### src/rtl/flash_cmd_master_if.sv
// Host command port and SPI flash byte interface of flash_cmd_master.
// The master modport is the command engine; slave is the host/flash side.
interface flash_cmd_master_if;
    logic        CMD_VALID;
    logic        CMD_READY;
    logic [7:0]  CMD_OP;
    logic [23:0] CMD_ADDR;
    logic [8:0]  CMD_LEN;
    logic        WR_REQ;
    logic [7:0]  WR_DATA;
    logic [7:0]  RD_DATA;
    logic        RD_VALID;
    logic        DONE;
    logic        ERR;
    logic        S;
    logic [7:0]  D;
    logic        DATA_DONE;
    logic [7:0]  Q;

    modport master (
        input  CMD_VALID, CMD_OP, CMD_ADDR, CMD_LEN,
        input  WR_DATA, Q,
        output CMD_READY, WR_REQ, RD_DATA, RD_VALID,
        output DONE, ERR, S, D, DATA_DONE
    );

    modport slave (
        output CMD_VALID, CMD_OP, CMD_ADDR, CMD_LEN,
        output WR_DATA, Q,
        input  CMD_READY, WR_REQ, RD_DATA, RD_VALID,
        input  DONE, ERR, S, D, DATA_DONE
    );
endinterface

### src/rtl/flash_cmd_master.sv
// Flash command initiator: frames one host command into S/D/DATA_DONE
// byte slots, optionally wraps write ops in WREN and RDSR WIP polling.
module flash_cmd_master #(
    parameter int STROBE_W  = 2,
    parameter int GAP_W     = 4,
    parameter int CS_SETUP  = 2,
    parameter int CS_HOLD   = 2,
    parameter int CS_IDLE   = 4,
    parameter int PAGE_SIZE = 256,
    parameter int AUTO_WREN = 1,
    parameter int POLL_MAX  = 1024
) (
    input logic               CLK,
    input logic               RESET,
    flash_cmd_master_if.master bus
);
    localparam int SLOT_W = STROBE_W + GAP_W;
    localparam int PCW    = $clog2(POLL_MAX) + 1;

    localparam logic [7:0] OP_WREN  = 8'h06;
    localparam logic [7:0] OP_WRDI  = 8'h04;
    localparam logic [7:0] OP_RDID  = 8'h9F;
    localparam logic [7:0] OP_RDSR  = 8'h05;
    localparam logic [7:0] OP_READ  = 8'h03;
    localparam logic [7:0] OP_FREAD = 8'h0B;
    localparam logic [7:0] OP_PW    = 8'h0A;
    localparam logic [7:0] OP_PP    = 8'h02;
    localparam logic [7:0] OP_PE    = 8'hDB;
    localparam logic [7:0] OP_SE    = 8'hD8;
    localparam logic [7:0] OP_DP    = 8'hB9;
    localparam logic [7:0] OP_RDP   = 8'hAB;

    typedef enum logic [2:0] {
        IDLE, CHECK, WREN_FRM, CMD_FRM, POLL_FRM
    } state_t;

    typedef enum logic [1:0] {
        PH_SETUP, PH_SLOT, PH_HOLD, PH_GAP
    } phase_t;

    state_t           state_q, state_n;
    phase_t           phase_q, phase_n;
    logic [15:0]      cnt_q;
    logic [9:0]       idx_q;
    logic [PCW-1:0]   poll_q;
    logic [7:0]       op_q;
    logic [23:0]      addr_q;
    logic [8:0]       len_q;
    logic             sts_q;
    logic [7:0]       d_q;
    logic [7:0]       rd_data_q;
    logic             rd_valid_q;
    logic             done_q, done_n;
    logic             err_q, err_n;
    logic             poll_inc;

    logic is_rdid, is_rdsr, is_read, is_fread;
    logic is_pgm, is_ers, is_wr, is_simple;
    logic known, has_addr, has_rd;

    assign is_rdid   = op_q == OP_RDID;
    assign is_rdsr   = op_q == OP_RDSR;
    assign is_read   = op_q == OP_READ;
    assign is_fread  = op_q == OP_FREAD;
    assign is_pgm    = op_q == OP_PP || op_q == OP_PW;
    assign is_ers    = op_q == OP_PE || op_q == OP_SE;
    assign is_wr     = is_pgm || is_ers;
    assign is_simple = op_q == OP_WREN || op_q == OP_WRDI ||
                       op_q == OP_DP   || op_q == OP_RDP;
    assign known     = is_simple || is_rdid || is_rdsr ||
                       is_read || is_fread || is_wr;
    assign has_addr  = is_read || is_fread || is_wr;
    assign has_rd    = is_rdid || is_rdsr || is_read || is_fread;

    logic [9:0]  cmd_slots, nslots, rd_base, nidx;
    logic [15:0] phase_len;
    logic        in_frame, phase_end, last_slot;
    logic        slot_start, slot_end, rd_slot;
    logic        bad_len;
    logic [7:0]  nbyte;

    always_comb begin
        cmd_slots = 10'd1;
        rd_base   = 10'd1;
        unique case (1'b1)
            is_rdsr:  cmd_slots = 10'd2;
            is_rdid:  cmd_slots = 10'd4;
            is_read: begin
                cmd_slots = 10'd4 + {1'b0, len_q};
                rd_base   = 10'd4;
            end
            is_fread: begin
                cmd_slots = 10'd5 + {1'b0, len_q};
                rd_base   = 10'd5;
            end
            is_pgm:   cmd_slots = 10'd4 + {1'b0, len_q};
            is_ers:   cmd_slots = 10'd4;
            default:  cmd_slots = 10'd1;
        endcase
    end

    always_comb begin
        nslots    = 10'd1;
        phase_len = 16'(SLOT_W);
        unique case (state_q)
            POLL_FRM: nslots = 10'd2;
            CMD_FRM:  nslots = cmd_slots;
            default:  nslots = 10'd1;
        endcase
        unique case (phase_q)
            PH_SETUP: phase_len = 16'(CS_SETUP);
            PH_SLOT:  phase_len = 16'(SLOT_W);
            PH_HOLD:  phase_len = 16'(CS_HOLD);
            default:  phase_len = 16'(CS_IDLE);
        endcase
    end

    assign in_frame  = state_q == WREN_FRM || state_q == CMD_FRM ||
                       state_q == POLL_FRM;
    assign phase_end = cnt_q == phase_len - 16'd1;
    assign last_slot = idx_q == nslots - 10'd1;
    assign slot_end  = in_frame && phase_q == PH_SLOT && phase_end;
    assign slot_start = in_frame && phase_end &&
                        (phase_q == PH_SETUP ||
                         (phase_q == PH_SLOT && !last_slot));
    assign nidx      = (phase_q == PH_SETUP) ? 10'd0 : idx_q + 10'd1;
    assign rd_slot   = state_q == CMD_FRM && has_rd && idx_q >= rd_base;
    assign bad_len   = len_q == 9'd0 || 32'(len_q) > PAGE_SIZE;

    // Next slot's byte is loaded at the edge that opens the slot
    always_comb begin
        nbyte = 8'h00;
        unique case (state_q)
            WREN_FRM: nbyte = (nidx == 10'd0) ? OP_WREN : 8'h00;
            POLL_FRM: nbyte = (nidx == 10'd0) ? OP_RDSR : 8'h00;
            CMD_FRM: begin
                if (nidx == 10'd0)
                    nbyte = op_q;
                else if (has_addr && nidx == 10'd1)
                    nbyte = addr_q[23:16];
                else if (has_addr && nidx == 10'd2)
                    nbyte = addr_q[15:8];
                else if (has_addr && nidx == 10'd3)
                    nbyte = addr_q[7:0];
                else if (is_pgm)
                    nbyte = bus.WR_DATA;
            end
            default: nbyte = 8'h00;
        endcase
    end

    always_comb begin
        state_n  = state_q;
        phase_n  = phase_q;
        done_n   = 1'b0;
        err_n    = 1'b0;
        poll_inc = 1'b0;
        unique case (state_q)
            IDLE: begin
                if (bus.CMD_VALID)
                    state_n = CHECK;
            end
            CHECK: begin
                phase_n = PH_SETUP;
                if (!known || (is_pgm && bad_len)) begin
                    state_n = IDLE;
                    err_n   = 1'b1;
                end else if (AUTO_WREN != 0 && is_wr) begin
                    state_n = WREN_FRM;
                end else begin
                    state_n = CMD_FRM;
                end
            end
            default: begin
                if (phase_end) begin
                    unique case (phase_q)
                        PH_SETUP: phase_n = PH_SLOT;
                        PH_SLOT: begin
                            if (last_slot)
                                phase_n = PH_HOLD;
                        end
                        PH_HOLD: phase_n = PH_GAP;
                        default: begin
                            phase_n = PH_SETUP;
                            if (state_q == WREN_FRM) begin
                                state_n = CMD_FRM;
                            end else if (state_q == CMD_FRM) begin
                                if (is_wr) begin
                                    state_n = POLL_FRM;
                                end else begin
                                    state_n = IDLE;
                                    done_n  = 1'b1;
                                end
                            end else if (!sts_q) begin
                                state_n = IDLE;
                                done_n  = 1'b1;
                            end else if (poll_q == PCW'(POLL_MAX - 1)) begin
                                state_n = IDLE;
                                err_n   = 1'b1;
                            end else begin
                                poll_inc = 1'b1;
                            end
                        end
                    endcase
                end
            end
        endcase
    end

    always_ff @(posedge CLK) begin
        if (RESET) begin
            state_q    <= IDLE;
            phase_q    <= PH_SETUP;
            cnt_q      <= 16'd0;
            idx_q      <= 10'd0;
            poll_q     <= '0;
            op_q       <= 8'h00;
            addr_q     <= 24'h0;
            len_q      <= 9'd0;
            sts_q      <= 1'b0;
            d_q        <= 8'h00;
            rd_data_q  <= 8'h00;
            rd_valid_q <= 1'b0;
            done_q     <= 1'b0;
            err_q      <= 1'b0;
        end else begin
            state_q    <= state_n;
            phase_q    <= phase_n;
            cnt_q      <= (in_frame && !phase_end) ?
                          cnt_q + 16'd1 : 16'd0;
            done_q     <= done_n;
            err_q      <= err_n;
            rd_valid_q <= 1'b0;
            if (state_q == IDLE && bus.CMD_VALID) begin
                op_q   <= bus.CMD_OP;
                addr_q <= bus.CMD_ADDR;
                len_q  <= bus.CMD_LEN;
            end
            if (slot_start) begin
                idx_q <= nidx;
                d_q   <= nbyte;
            end
            if (slot_end) begin
                if (rd_slot) begin
                    rd_valid_q <= 1'b1;
                    rd_data_q  <= bus.Q;
                end
                if (state_q == POLL_FRM)
                    sts_q <= bus.Q[0];
                if (last_slot)
                    d_q <= 8'h00;
            end
            if (state_q == CHECK)
                poll_q <= '0;
            else if (poll_inc)
                poll_q <= poll_q + PCW'(1);
        end
    end

    assign bus.CMD_READY = state_q == IDLE;
    assign bus.S         = !(in_frame && phase_q != PH_GAP);
    assign bus.D         = d_q;
    assign bus.DATA_DONE = in_frame && phase_q == PH_SLOT &&
                           cnt_q < 16'(STROBE_W);
    assign bus.WR_REQ    = slot_start && state_q == CMD_FRM &&
                           is_pgm && nidx >= 10'd4;
    assign bus.RD_DATA   = rd_data_q;
    assign bus.RD_VALID  = rd_valid_q;
    assign bus.DONE      = done_q;
    assign bus.ERR       = err_q;
endmodule

### src/flat_wrapper.sv
// flat-port wrapper written by rule: the top's interface ports become plain ports
module flash_cmd_master_flat 
#(
    parameter int STROBE_W  = 2,
    parameter int GAP_W     = 4,
    parameter int CS_SETUP  = 2,
    parameter int CS_HOLD   = 2,
    parameter int CS_IDLE   = 4,
    parameter int PAGE_SIZE = 256,
    parameter int AUTO_WREN = 1,
    parameter int POLL_MAX  = 1024
)
  (CLK, RESET, bus_CMD_VALID, bus_CMD_OP, bus_CMD_ADDR, bus_CMD_LEN, bus_WR_DATA, bus_Q, bus_CMD_READY, bus_WR_REQ, bus_RD_DATA, bus_RD_VALID, bus_DONE, bus_ERR, bus_S, bus_D, bus_DATA_DONE);
  flash_cmd_master_if bus_i ();
  input logic CLK;
  input logic RESET;
  input wire logic [$bits(bus_i.CMD_VALID)-1:0] bus_CMD_VALID;
  input wire logic [$bits(bus_i.CMD_OP)-1:0] bus_CMD_OP;
  input wire logic [$bits(bus_i.CMD_ADDR)-1:0] bus_CMD_ADDR;
  input wire logic [$bits(bus_i.CMD_LEN)-1:0] bus_CMD_LEN;
  input wire logic [$bits(bus_i.WR_DATA)-1:0] bus_WR_DATA;
  input wire logic [$bits(bus_i.Q)-1:0] bus_Q;
  output wire logic [$bits(bus_i.CMD_READY)-1:0] bus_CMD_READY;
  output wire logic [$bits(bus_i.WR_REQ)-1:0] bus_WR_REQ;
  output wire logic [$bits(bus_i.RD_DATA)-1:0] bus_RD_DATA;
  output wire logic [$bits(bus_i.RD_VALID)-1:0] bus_RD_VALID;
  output wire logic [$bits(bus_i.DONE)-1:0] bus_DONE;
  output wire logic [$bits(bus_i.ERR)-1:0] bus_ERR;
  output wire logic [$bits(bus_i.S)-1:0] bus_S;
  output wire logic [$bits(bus_i.D)-1:0] bus_D;
  output wire logic [$bits(bus_i.DATA_DONE)-1:0] bus_DATA_DONE;
  assign bus_i.CMD_VALID = bus_CMD_VALID;
  assign bus_i.CMD_OP = bus_CMD_OP;
  assign bus_i.CMD_ADDR = bus_CMD_ADDR;
  assign bus_i.CMD_LEN = bus_CMD_LEN;
  assign bus_i.WR_DATA = bus_WR_DATA;
  assign bus_i.Q = bus_Q;
  assign bus_CMD_READY = bus_i.CMD_READY;
  assign bus_WR_REQ = bus_i.WR_REQ;
  assign bus_RD_DATA = bus_i.RD_DATA;
  assign bus_RD_VALID = bus_i.RD_VALID;
  assign bus_DONE = bus_i.DONE;
  assign bus_ERR = bus_i.ERR;
  assign bus_S = bus_i.S;
  assign bus_D = bus_i.D;
  assign bus_DATA_DONE = bus_i.DATA_DONE;
  flash_cmd_master #(.STROBE_W(STROBE_W), .GAP_W(GAP_W), .CS_SETUP(CS_SETUP), .CS_HOLD(CS_HOLD), .CS_IDLE(CS_IDLE), .PAGE_SIZE(PAGE_SIZE), .AUTO_WREN(AUTO_WREN), .POLL_MAX(POLL_MAX)) u_core (.CLK(CLK), .RESET(RESET), .bus(bus_i));
endmodule
### config.mk
export PLATFORM = sky130hd
export DESIGN_NAME = flash_cmd_master_flat
export DESIGN_NICKNAME = d
export VERILOG_FILES = /design/src/rtl/flash_cmd_master_if.sv /design/src/rtl/flash_cmd_master.sv /design/src/flat_wrapper.sv
export SDC_FILE = /design/constraint.sdc
export NUM_CORES = 1
export LEC_CHECK = 0
export ABC_AREA = 1
export ABC_CLOCK_PERIOD_IN_PS = 8100
export CAP_MARGIN = 20
export CORE_UTILIZATION = 49
export DETAILED_ROUTE_END_ITERATION = 16
export PLACE_DENSITY = 0.79
export SYNTH_ARGS = -nofsm -noshare
export SYNTH_HDL_FRONTEND = slang
export SYNTH_SLANG_ARGS = --single-unit
### constraint.sdc
create_clock -name CLK -period 8.1 [get_ports CLK]
set_clock_uncertainty 0.05 [all_clocks]
set_input_delay 1.215 -clock CLK [delete_from_list [all_inputs] [get_ports CLK]]
set_output_delay 1.215 -clock CLK [all_outputs]
set_load 0.05 [all_outputs]
==> results of run 1 <==
==> cells in the mapped netlist, drive strengths merged (8+ instances only) <==
library cell  instances
clkbuf               22
o21ai                56
inv                 129
buf                  12
nor3b                 8
xor2                 13
dfxtp               103
nand3               126
nor3                 24
nor4                 11
a21oi                89
nand4                26
ha                   15
nand2               272
nor2                105
==> per-layer routing <==
metal	up-vias	share of wire [%]
met3	43	4.4
met5	-	0
met2	205	45
met4	0	3.6
met1	3047	47
li1	3554	-
==> final timing paths <==
kind / startpoint / end / slack, ns / cells past startpoint
setup / recovery: u_core.op_q[1]$_SDFFE_PP0P_ / bus_WR_REQ / 2.44 / 21
hold / removal: u_core.addr_q[4]$_SDFFE_PP0P_ / u_core.addr_q[4]$_SDFFE_PP0P_ / 0.41 / 2
setup reg to reg: u_core.idx_q[0]$_SDFFE_PP0N_ / u_core.bus.D[3]$_SDFF_PP0_ / 4.46 / 19
hold reg to reg: u_core.addr_q[4]$_SDFFE_PP0P_ / u_core.addr_q[4]$_SDFFE_PP0P_ / 0.41 / 2
==> power by group through the flow <==
| stage | Clock (mW) | Sequential, mW | Combinational [mW] |
|---|---|---|---|
| floorplan | 0 | 0.632 | 0.579 |
| global placement | 0 | 0.634 | 0.772 |
| detailed placement | 0 | 0.636 | 0.774 |
| CTS | 0.484 | 0.625 | 0.777 |
| global route | 0.505 | 0.636 | 0.867 |
| finish | 0.476 | 0.627 | 0.784 |
==> worst max-delay path, stage by stage (launching register included) <==
cell and delay [ns]:
dfxtp_1 0.39, nand2_1 0.10, clkinv_1 0.08, nand2_1 0.10, a21oi_4 0.34, nor2_2 0.10
nand2_4 0.13, nand3_2 0.11, nand2_2 0.14, ha_1 0.27, nand3_1 0.14, inv_2 0.08
nand2_1 0.06, xor2_1 0.14, inv_1 0.08, nor2_1 0.05, nand3_1 0.11, nand2_2 0.08
nand2_2 0.32, nand3_1 0.16, nor3_1 0.21, clkdlybuf4s50_1 0.85
==> cell families (layout without fill, tap and decap cells) <==
group | Yosys count | after routing | share of synthesized area (%)
buffers and inverters | 166 | 237 | 10.1
AND/OR/NAND/NOR | 584 | 584 | 40.7
AO/OA/AOI/OAI | 160 | 160 | 12.9
XOR/XNOR | 15 | 15 | 2.00
flip-flops | 103 | 103 | 31.4
adder cells (fa/ha/maj) | 15 | 15 | 2.86
==> per-stage QoR <==
step / instances / worst slack [ns] / util [%] / hold WS (ns)
detailed placement: 1270 / 2.85 / 58.4 / 0.404
floorplan: 1043 / 3.44 / - / 0.375
global placement: 1270 / 2.91 / 58.4 / 0.390
CTS: 1286 / 2.46 / 61.0 / 0.413
global route: 1286 / 2.20 / 61.0 / 0.433
finish: 1286 / 2.44 / 61.0 / 0.412
==> cells in the final DEF, fill, tap and decap left out, types with 3 or more instances in the layout <==
master           Yosys  routed
nor2_2               6       6
nand3_1            120     120
nor2_1              97      97
inv_1              116     116
a31oi_1              4       4
ha_1                15      15
nand3b_1             7       7
o21ai_1              3       3
nand3_2              6       6
nand2_2             11      11
a21oi_1             87      87
xor2_1              13      13
buf_4                3       7
clkdlybuf4s50_1      0      82
o21ai_0             53      53
nand2_1            258     258
nand2_4              3       3
nor3b_1              8       8
nor4_1              11      11
nor3_2               3       3
nor3_1              20      20
inv_2               13      13
clkbuf_16            0       9
clkinv_1             3       3
o21bai_1             4       4
nand4_1             26      26
or2_2                4       4
dfxtp_1            103     103
==> cell type report <==
| class | count | area share (%) |
|---|---|---|
| multi-input cells | 774 | 49.2 |
| flip-flops and latches | 103 | 26.4 |
| repair buffers | 89 | 11.2 |
| inverters | 132 | 6.33 |
| clock buffers | 9 | 2.88 |
| well taps | 172 | 2.75 |
| clock inverters | 7 | 1.36 |
==> sequential cells by signal, summed over array words and instances (netlist names), 2 cells and up <==
signal	cells
u_core.state_q	3
u_core.addr_q	24
u_core.bus.D	8
u_core.op_q	8
u_core.idx_q	10
u_core.poll_q	11
u_core.phase_q	2
u_core.bus.RD_DATA	8
u_core.len_q	9
u_core.cnt_q	16
==> reports/qor_table.md, run 1 <==
| Quantity | This run |
| --- | --- |
| Netlist cell types | 43 |
| Final critical-path share of the clock period | 69.9% |
| Via total after detailed routing | 6849 |
| Switching Fraction | 42.0% |
| Post-Syn Area | 6570 sq um |
| Number of iterations in the first detailed-routing pass | 7 |
| Number of cell rows | 41 |
| Number of buffers between clock root and the deepest sink | 2 |
| HPWL reported at the end of detailed placement | 12700 um |
| Drt first-iter violations | 466 |
| Number of fillers in the final layout | 1221 |
| Clock period minus final worst setup slack | 5.66 ns |
| GR Util All Layers | 24.8% |
| Buffers added on ports | 82 |
| M2 GR Usage | 40.4% |
| Sum of overflow across all layers after global routing | 0 |
| RePlAce Congestion | 0.987 |
| Cell internal power dissipation | 1.09 mW |
| Setup TNS | 0 ns |
| Top Ports | 83 |
| Asr flop ratio synth | 0% |
| Ratio of total power to cell area | 241 nW/um^2 |
| CP Capture Type | output port |
| Routed wire length per instance | 13.1 um |
| Layout-stage area growth over the synthesis result | 19.1% |
| Run status | finished, final reports clean |
| Placed cell areas | 7490 sq um |
| Number of nets in the layout | 1184 |
| Total wire length | 16900 um |
| Net count after synthesis | 1118 |
| Path type of the worst setup path | register to output port |
| Diode count | 0 |
| Area fraction of the dominant cell type after synthesis | 31.4% |
| Fraction of power consumed by combinational cells | 41.6% |
| Worst-skew pair later-pin latency | 0.36 ns |
| Arrival @ worst endpoint | 4.40 ns |
| Portion of total power attributed to sequential cells | 33.2% |
| Root buf cell | clkbuf_16 |
| Share of post-route cells with drive strength above 1 | 6.64% |
| Sequential cell area | 2060 sq um |
| TritonCTS clock tree | yes |
| Number of global-route vias before repair | 6163 |
| Starting density of the core | 51.2% |
| Met1 Resource Use GR | 32.3% |
| Post-route standard cell area excluding fillers | 7830 sq um |
| Unrepaired setup endpoints after global routing | no |
| Number of setup buffers added after CTS | 0 |
| Largest cells by area after synthesis | dfxtp_1 31%, nand2_1 15%, nand3_1 9.1% |
| Max IR drop VDD | 0.195 mV |
| Crit Path Max Fanout | 21 |
| Proportion of power drawn by the clock network | 25.2% |
| Number of enable-type register cells in the synthesized netlist | 0 |
| Post-synthesis sequential element count | 103 |
| Number of warnings issued by yosys | 0 |
| Clock-pin slew reported for the worst setup and hold paths after clock tree synthesis | 0.07 ns |
| Number of vias per cell after detailed routing | 5.33 |
| Static Leakage | 3.35 nW |
| Most used flip-flop cell after synthesis | dfxtp_1 |
| Die Area | 13900 sq um |
| Remaining DRCs | 0 |
| Synth area leader | dfxtp_1 |
| Total clock buffers created by CTS | 9 |
| Synthesized area per cell | 6.30 sq um |
| Most crowded layer after global routing | met2 |
| Die Ht | 118 um |
| GR met3 Demand/Resource | 3.05% |
| Highest clock frequency the design can meet | 177 MHz |
| Proportion of synthesized chip area in sequential cells | 31.4% |
| Number of endpoints failing setup at the final stage | 0 |
| Worst slew pin tran | 1.07 ns |
| Final Hold Fails | 0 |
| Tot Pwr | 1.89 mW |
| Hold buffer count at CTS | 0 |
| Post-cts resize count | 0 |
| Max H-tree Level | 3 |
| Max-slew violations | 0 |
| Worst-case headroom to the max-slew limit | 28.1% |
| Placeable core region | 12800 sq um |
| Global-route wire length before repair | 28400 um |
| Die outline width | 118 um |
| Clock net sink count | 103 |
| Number of nets with antenna violations after routing | 0 |
| Hold Path Class | register to register |
| Required time of the worst setup path | 6.84 ns |
| Initial antenna violation count | 0 |
| Pin count of the biggest net entering global routing | 41 |
| Type of origin of the critical path | register |
| Synthesized instance count | 1043 |
| Area of combinational cells with multiple inputs | 3850 sq um |
| Number of violations of the max-capacitance limit | 0 |
| Switching power | 0.793 mW |
Power figures use the tool's default switching activity.
==> run 2: changes to the inputs <==
ABC_CLOCK_PERIOD_IN_PS = 5820   (was 8100)
clock period = 5.82 ns   (was 8.1 ns; I/O delays follow)
==> run 2 against run 1 <==
Utilization up 0.059 points. Hold slack worse by 0.0026 ns. Sequential power increased by 39%. Count of clock-buffer cells in the layout increased by 2. Die area unchanged. Highest routed layer unchanged.
==> reports/qor_table.md, run 2 (synthesis results as in run 1) <==
| Quantity | This run |
| --- | --- |
| Diode count | 0 |
| Ordered cell list for the critical path | nand2_1 > clkinv_1 > nand2_1 > a21oi_4 > nor2_2 > nand2_4 > nand3_2 > nand2_2 > ha_1 > nand3_1 > inv_2 > nand2_1 > xor2_1 > inv_1 > nor2_1 > nand3_1 > nand2_2 > nand2_2 > nand3_1 > nor3_1 > clkdlybuf4s50_1 |
| Area of combinational cells with multiple inputs | 3850 sq um |
| Sum of overflow across all layers after global routing | 0 |
| Switching Fraction | 41.5% |
| Fraction of power consumed by combinational cells | 41.6% |
| Via total after detailed routing | 6870 |
| Placeable core region | 12800 sq um |
| Most frequent cells in the layout | 258 x nand2_1, 120 x nand3_1, 116 x inv_1 |
| Static Leakage | 3.37 nW |
| Number of cell rows | 41 |
| Number of fillers in the final layout | 1250 |
| Routed wire length per instance | 13.2 um |
| Final setup slack of the worst path | 0.505 ns |
| Post-layout util | 61.1% |
| Die outline width | 118 um |
| Required time of the worst setup path | 4.90 ns |
| HPWL reported at the end of detailed placement | 12700 um |
| Clock period minus final worst setup slack | 5.31 ns |
| Path type of the worst setup path | register to output port |
| Portion of total power attributed to sequential cells | 33.1% |
| Clock-pin slew reported for the worst setup and hold paths after clock tree synthesis | 0.07 ns |
| Crit Path Max Fanout | 21 |
| Number of nets with antenna violations after routing | 0 |
| Buffers added on ports | 82 |
| Arrival @ worst endpoint | 4.39 ns |
| Max IR drop VDD | 0.250 mV |
| Hold Path Class | register to register |
| Cell internal power dissipation | 1.54 mW |
| Critical Path Slowest Stage Cell | clkdlybuf4s50_1 |
| Initial antenna violation count | 0 |
| Number of setup buffers added after CTS | 0 |
| Placed cell areas | 7500 sq um |
| Proportion of power drawn by the clock network | 25.2% |
| Switching power | 1.09 mW |
| Registers with the most flip-flops | u_core.addr_q (24), u_core.cnt_q (16), u_core.poll_q (11) |
| Unrepaired setup endpoints after global routing | no |
| Number of iterations in the first detailed-routing pass | 5 |
| Die Area | 13900 sq um |
| Top Ports | 83 |
| Clock net sink count | 103 |
| Final Hold Fails | 0 |
| Max H-tree Level | 3 |
| Worst-case headroom to the max-slew limit | 28.1% |
| Post-cts resize count | 0 |
| Layout-stage area growth over the synthesis result | 19.2% |
| GR Util All Layers | 25.1% |
| Largest register by flop count | u_core.addr_q |
| Max-slew violations | 0 |
| Total clock buffers created by CTS | 9 |
| Remaining DRCs | 0 |
| CP Capture Type | output port |
| Leading cell type in the layout, fill and taps excluded | nand2_1 |
| Drt first-iter violations | 599 |
| Setup TNS | 0 ns |
| Pre-CTS WS | 0.898 ns |
| Hold buffer count at CTS | 0 |
| Type of origin of the critical path | register |
| Total wire length | 16900 um |
| Post-route standard cell area excluding fillers | 7830 sq um |
| Number of nets in the layout | 1185 |
| RePlAce Congestion | 0.953 |
| TritonCTS clock tree | yes |
| Number of violations of the max-capacitance limit | 0 |
| Final critical-path share of the clock period | 91.3% |
| Die Ht | 118 um |
| Flip-flop count of the largest register, all copies and words added | 24 |
| Run status | finished, final reports clean |
| Tot Pwr | 2.64 mW |
| Ratio of total power to cell area | 337 nW/um^2 |
| Pin count of the biggest net entering global routing | 59 |
| Number of buffers between clock root and the deepest sink | 2 |
| Number of endpoints failing setup at the final stage | 0 |
| Highest clock frequency the design can meet | 188 MHz |
| Share of post-route cells with drive strength above 1 | 6.73% |
| Worst-skew pair later-pin latency | 0.35 ns |
| Global-route wire length before repair | 28900 um |
| Worst slew pin tran | 1.07 ns |
| Root buf cell | clkbuf_16 |
| Number of global-route vias before repair | 6323 |
| Number of vias per cell after detailed routing | 5.34 |
| Sequential cell area | 2060 sq um |
| CP max stage delay | 0.85 ns |
| Starting density of the core | 51.2% |
## run 2: power by group through the flow
stage	sequential (mW)	combinational (mW)	clock, mW
after global placement	0.883	1.08	0
after global routing	0.886	1.23	0.701
final	0.874	1.10	0.665
after CTS	0.872	1.09	0.677
after floorplan	0.879	0.805	0
after detailed placement	0.887	1.08	0
## run 2: cell type report
| class | instances | area share [%] |
|---|---|---|
| clock buffers | 11 | 3.23 |
| clock inverters | 5 | 1.01 |
| inverters | 132 | 6.33 |
| multi-input cells | 774 | 49.1 |
| flip-flops and latches | 103 | 26.3 |
| well taps | 172 | 2.75 |
| repair buffers | 90 | 11.2 |
## run 2: worst max-delay path, delay by kind of cell, from the launching register on
family	cells	cell delay, ns
xor+xnor	1	0.14
flops	1	0.41
buf+inv	4	1.09
simple gates	14	1.78
compound gates	1	0.34
fa+ha+maj	1	0.26
## run 2: metal layers
metal | track usage, % | part of all wire, %
met1 | 33.0 | 46
met2 | 41.0 | 45
met3 | 3.88 | 6.0
met4 | 10.3 | 2.9
met5 | 0 | 0
## run 2: worst paths after layout
| kind | from | endpoint | slack, ns | depth (start not counted) |
|---|---|---|---|---|
| worst max-delay path | u_core.op_q[0]$_SDFFE_PP0P_ | bus_WR_REQ | 0.51 | 21 |
| worst min-delay path | u_core.cnt_q[0]$_SDFF_PP0_ | u_core.cnt_q[0]$_SDFF_PP0_ | 0.41 | 1 |
| worst max register to register | u_core.idx_q[0]$_SDFFE_PP0N_ | u_core.bus.D[5]$_SDFF_PP0_ | 2.11 | 19 |
| worst min register to register | u_core.cnt_q[0]$_SDFF_PP0_ | u_core.cnt_q[0]$_SDFF_PP0_ | 0.41 | 1 |
## run 2: through the flow
step	cells	hold WS, ns
after floorplan	1043	0.375
after CTS	1287	0.410
after global routing	1287	0.430
final	1287	0.409
after detailed placement	1271	0.397
after global placement	1271	0.388
==> run 3: changes to the inputs <==
CORE_UTILIZATION = 46   (was 49)
PLACE_DENSITY = 0.75   (was 0.79)
==> run 3 against run 2 <==
Register-to-register slack got worse by 0.05 ns. Global-route usage shrank 0.87 points. Setup slack gained 0.013 ns. Wire length up 0.57%. Combinational power about the same. Non-clock buffer count is 2 higher. Count of clock-buffer cells in the layout grew 1. Sequential share of layout area grew 0.11 points. Utilization is 5.1 points lower. Fmax is 0.24% higher. Die area rose by 6.4%. Final cell count increased by 0.70%. Highest routed layer unchanged.
==> reports/qor_table.md, run 3 (synthesis results as in run 1) <==
| Quantity | This run |
| --- | --- |
| Number of buffers between clock root and the deepest sink | 2 |
| Leading cell type in the layout, fill and taps excluded | nand2_1 |
| Post-cts resize count | 0 |
| Via total after detailed routing | 6886 |
| Number of vias per cell after detailed routing | 5.31 |
| Placeable core region | 13900 sq um |
| Ordered cell list for the critical path | nand2_1 > clkinv_1 > nand2_1 > a21oi_4 > nor2_2 > nand2_4 > nand3_2 > nand2_2 > ha_1 > nand3_1 > inv_2 > nand2_1 > xor2_1 > inv_1 > nor2_1 > nand3_1 > nand2_2 > nand2_2 > nand3_1 > nor3_1 > clkdlybuf4s50_1 |
| Root buf cell | clkbuf_16 |
| Pin count of the biggest net entering global routing | 41 |
| Diode count | 0 |
| Clock-pin slew reported for the worst setup and hold paths after clock tree synthesis | 0.06 ns |
| Total wire length | 17000 um |
| Hold buffer count at CTS | 0 |
| Most frequent cells in the layout | 258 x nand2_1, 120 x nand3_1, 116 x inv_1 |
| Flip-flop count of the largest register, all copies and words added | 24 |
| Reg2reg path depth | 18 |
| Layout-stage area growth over the synthesis result | 18.7% |
| Sum of overflow across all layers after global routing | 0 |
| Max-slew violations | 0 |
| M2 GR Usage | 38.9% |
| Number of nets in the layout | 1187 |
| Routed wire length per instance | 13.1 um |
| Largest register by flop count | u_core.addr_q |
| Registers with the most flip-flops | u_core.addr_q (24), u_core.cnt_q (16), u_core.poll_q (11) |
| Number of setup buffers added after CTS | 0 |
| Worst slew pin tran | 0.796 ns |
| Number of global-route vias before repair | 6215 |
| End of the worst register-to-register path | u_core.bus.D[2]$_SDFF_PP0_ |
| Critical path startpoint | u_core.op_q[0]$_SDFFE_PP0P_ |
| Number of violations of the max-capacitance limit | 0 |
| Setup TNS | 0 ns |
| Top Ports | 83 |
| Worst-skew pair later-pin latency | 0.35 ns |
| Number of iterations in the first detailed-routing pass | 6 |
| Remaining DRCs | 0 |
| Hold Path Class | register to register |
| Final Hold Fails | 0 |
| Die Area | 14800 sq um |
| Critical path destination | bus_WR_REQ |
| GR met3 Demand/Resource | 3.75% |
| Static Leakage | 3.35 nW |
| Starting density of the core | 47.2% |
| Type of origin of the critical path | register |
| Number of endpoints failing setup at the final stage | 0 |
| CP Capture Type | output port |
| Critical Path Slowest Stage Cell | clkdlybuf4s50_1 |
| Run status | finished, final reports clean |
| Worst-case headroom to the max-slew limit | 46.7% |
| HPWL reported at the end of detailed placement | 12800 um |
| Number of fillers in the final layout | 1376 |
| Required time of the worst setup path | 4.90 ns |
| Final critical-path share of the clock period | 91.1% |
| Placed cells | 1279 |
| Met1 Resource Use GR | 32.3% |
| Clock period minus final worst setup slack | 5.30 ns |
| Unrepaired setup endpoints after global routing | no |
| Number of nets with antenna violations after routing | 0 |
| Most crowded layer after global routing | met2 |
| Reg-to-reg critical path startpoint | u_core.idx_q[0]$_SDFFE_PP0N_ |
| Path type of the worst setup path | register to output port |
| Highest clock frequency the design can meet | 189 MHz |
| Ratio of total power to cell area | 325 nW/um^2 |
| Buffers added on ports | 82 |
| CP max stage delay | 0.84 ns |
| Finished Layout Cells | 1296 |
| Global-route wire length before repair | 28900 um |
| RePlAce Congestion | 0.961 |
| Crit Path Max Fanout | 21 |
| GR Util All Layers | 24.3% |
| Max H-tree Level | 3 |
| Hold WS | 0.409 ns |
| Initial antenna violation count | 0 |
| Arrival @ worst endpoint | 4.38 ns |
| Drt first-iter violations | 549 |
| Max IR drop VDD | 0.223 mV |
| Internal reg-to-reg setup slack | 2.06 ns |
| Clock net sink count | 103 |
| Share of post-route cells with drive strength above 1 | 6.54% |
| Die Ht | 122 um |
| Die outline width | 122 um |
| Tot Pwr | 2.54 mW |
| Total clock buffers created by CTS | 9 |
| Number of cell rows | 43 |
| TritonCTS clock tree | yes |
-- run 3: worst max-delay path: cells and delay by family (launching register included) --
family	cells	cell delay, ns
AND/OR/NAND/NOR	14	1.82
buffers and inverters	4	1.08
flip-flops	1	0.39
AO/OA/AOI/OAI	1	0.34
adder cells (fa/ha/maj)	1	0.26
XOR/XNOR	1	0.14
-- run 3: where the power goes --
group | leakage [nW] | switching [mW] | internal (mW)
Sequential | 0.837 | 0.0842 | 0.791
Combinational | 2.38 | 0.751 | 0.370
Clock | 0.127 | 0.254 | 0.288
-- run 3: final cells by class --
type	instances	area [sq um]	share of cell area (%)
clock inverter	3	18.8	0.241
tap	180	225	2.89
multi-input combinational	774	3850	49.3
sequential	103	2060	26.4
inverter	132	495	6.35
timing repair buffer	92	916	11.7
clock buffer	12	236	3.03
-- run 3: stage by stage --
stage	setup WS [ns]	instance area, sq um	utilization (%)
6_report	0.518	7800	56.0
3_3_place_gp	0.944	7510	53.9
3_5_place_dp	0.888	7510	53.9
5_1_grt	0.132	7800	56.0
4_1_cts	0.506	7770	55.7
2_1_floorplan	1.50	6570	-
-- run 3: worst min-delay path by stage --
stage                                             start                       endpoint  slack, ns  cells after the start
after floorplan           u_core.addr_q[2]$_SDFFE_PP0P_  u_core.addr_q[2]$_SDFFE_PP0P_       0.37                      2
after global placement      u_core.cnt_q[14]$_SDFF_PP0_    u_core.cnt_q[14]$_SDFF_PP0_       0.39                      1
after detailed placement    u_core.cnt_q[14]$_SDFF_PP0_    u_core.cnt_q[14]$_SDFF_PP0_       0.40                      1
after CTS                   u_core.cnt_q[14]$_SDFF_PP0_    u_core.cnt_q[14]$_SDFF_PP0_       0.41                      1
after global routing        u_core.cnt_q[14]$_SDFF_PP0_    u_core.cnt_q[14]$_SDFF_PP0_       0.43                      1
final                       u_core.cnt_q[14]$_SDFF_PP0_    u_core.cnt_q[14]$_SDFF_PP0_       0.41                      1
-- run 3: metal layers --
layer	vias up	share of wire, %
met5	-	0
met4	0	2.9
met3	47	5.0
met2	229	45
met1	3042	47
li1	3568	-
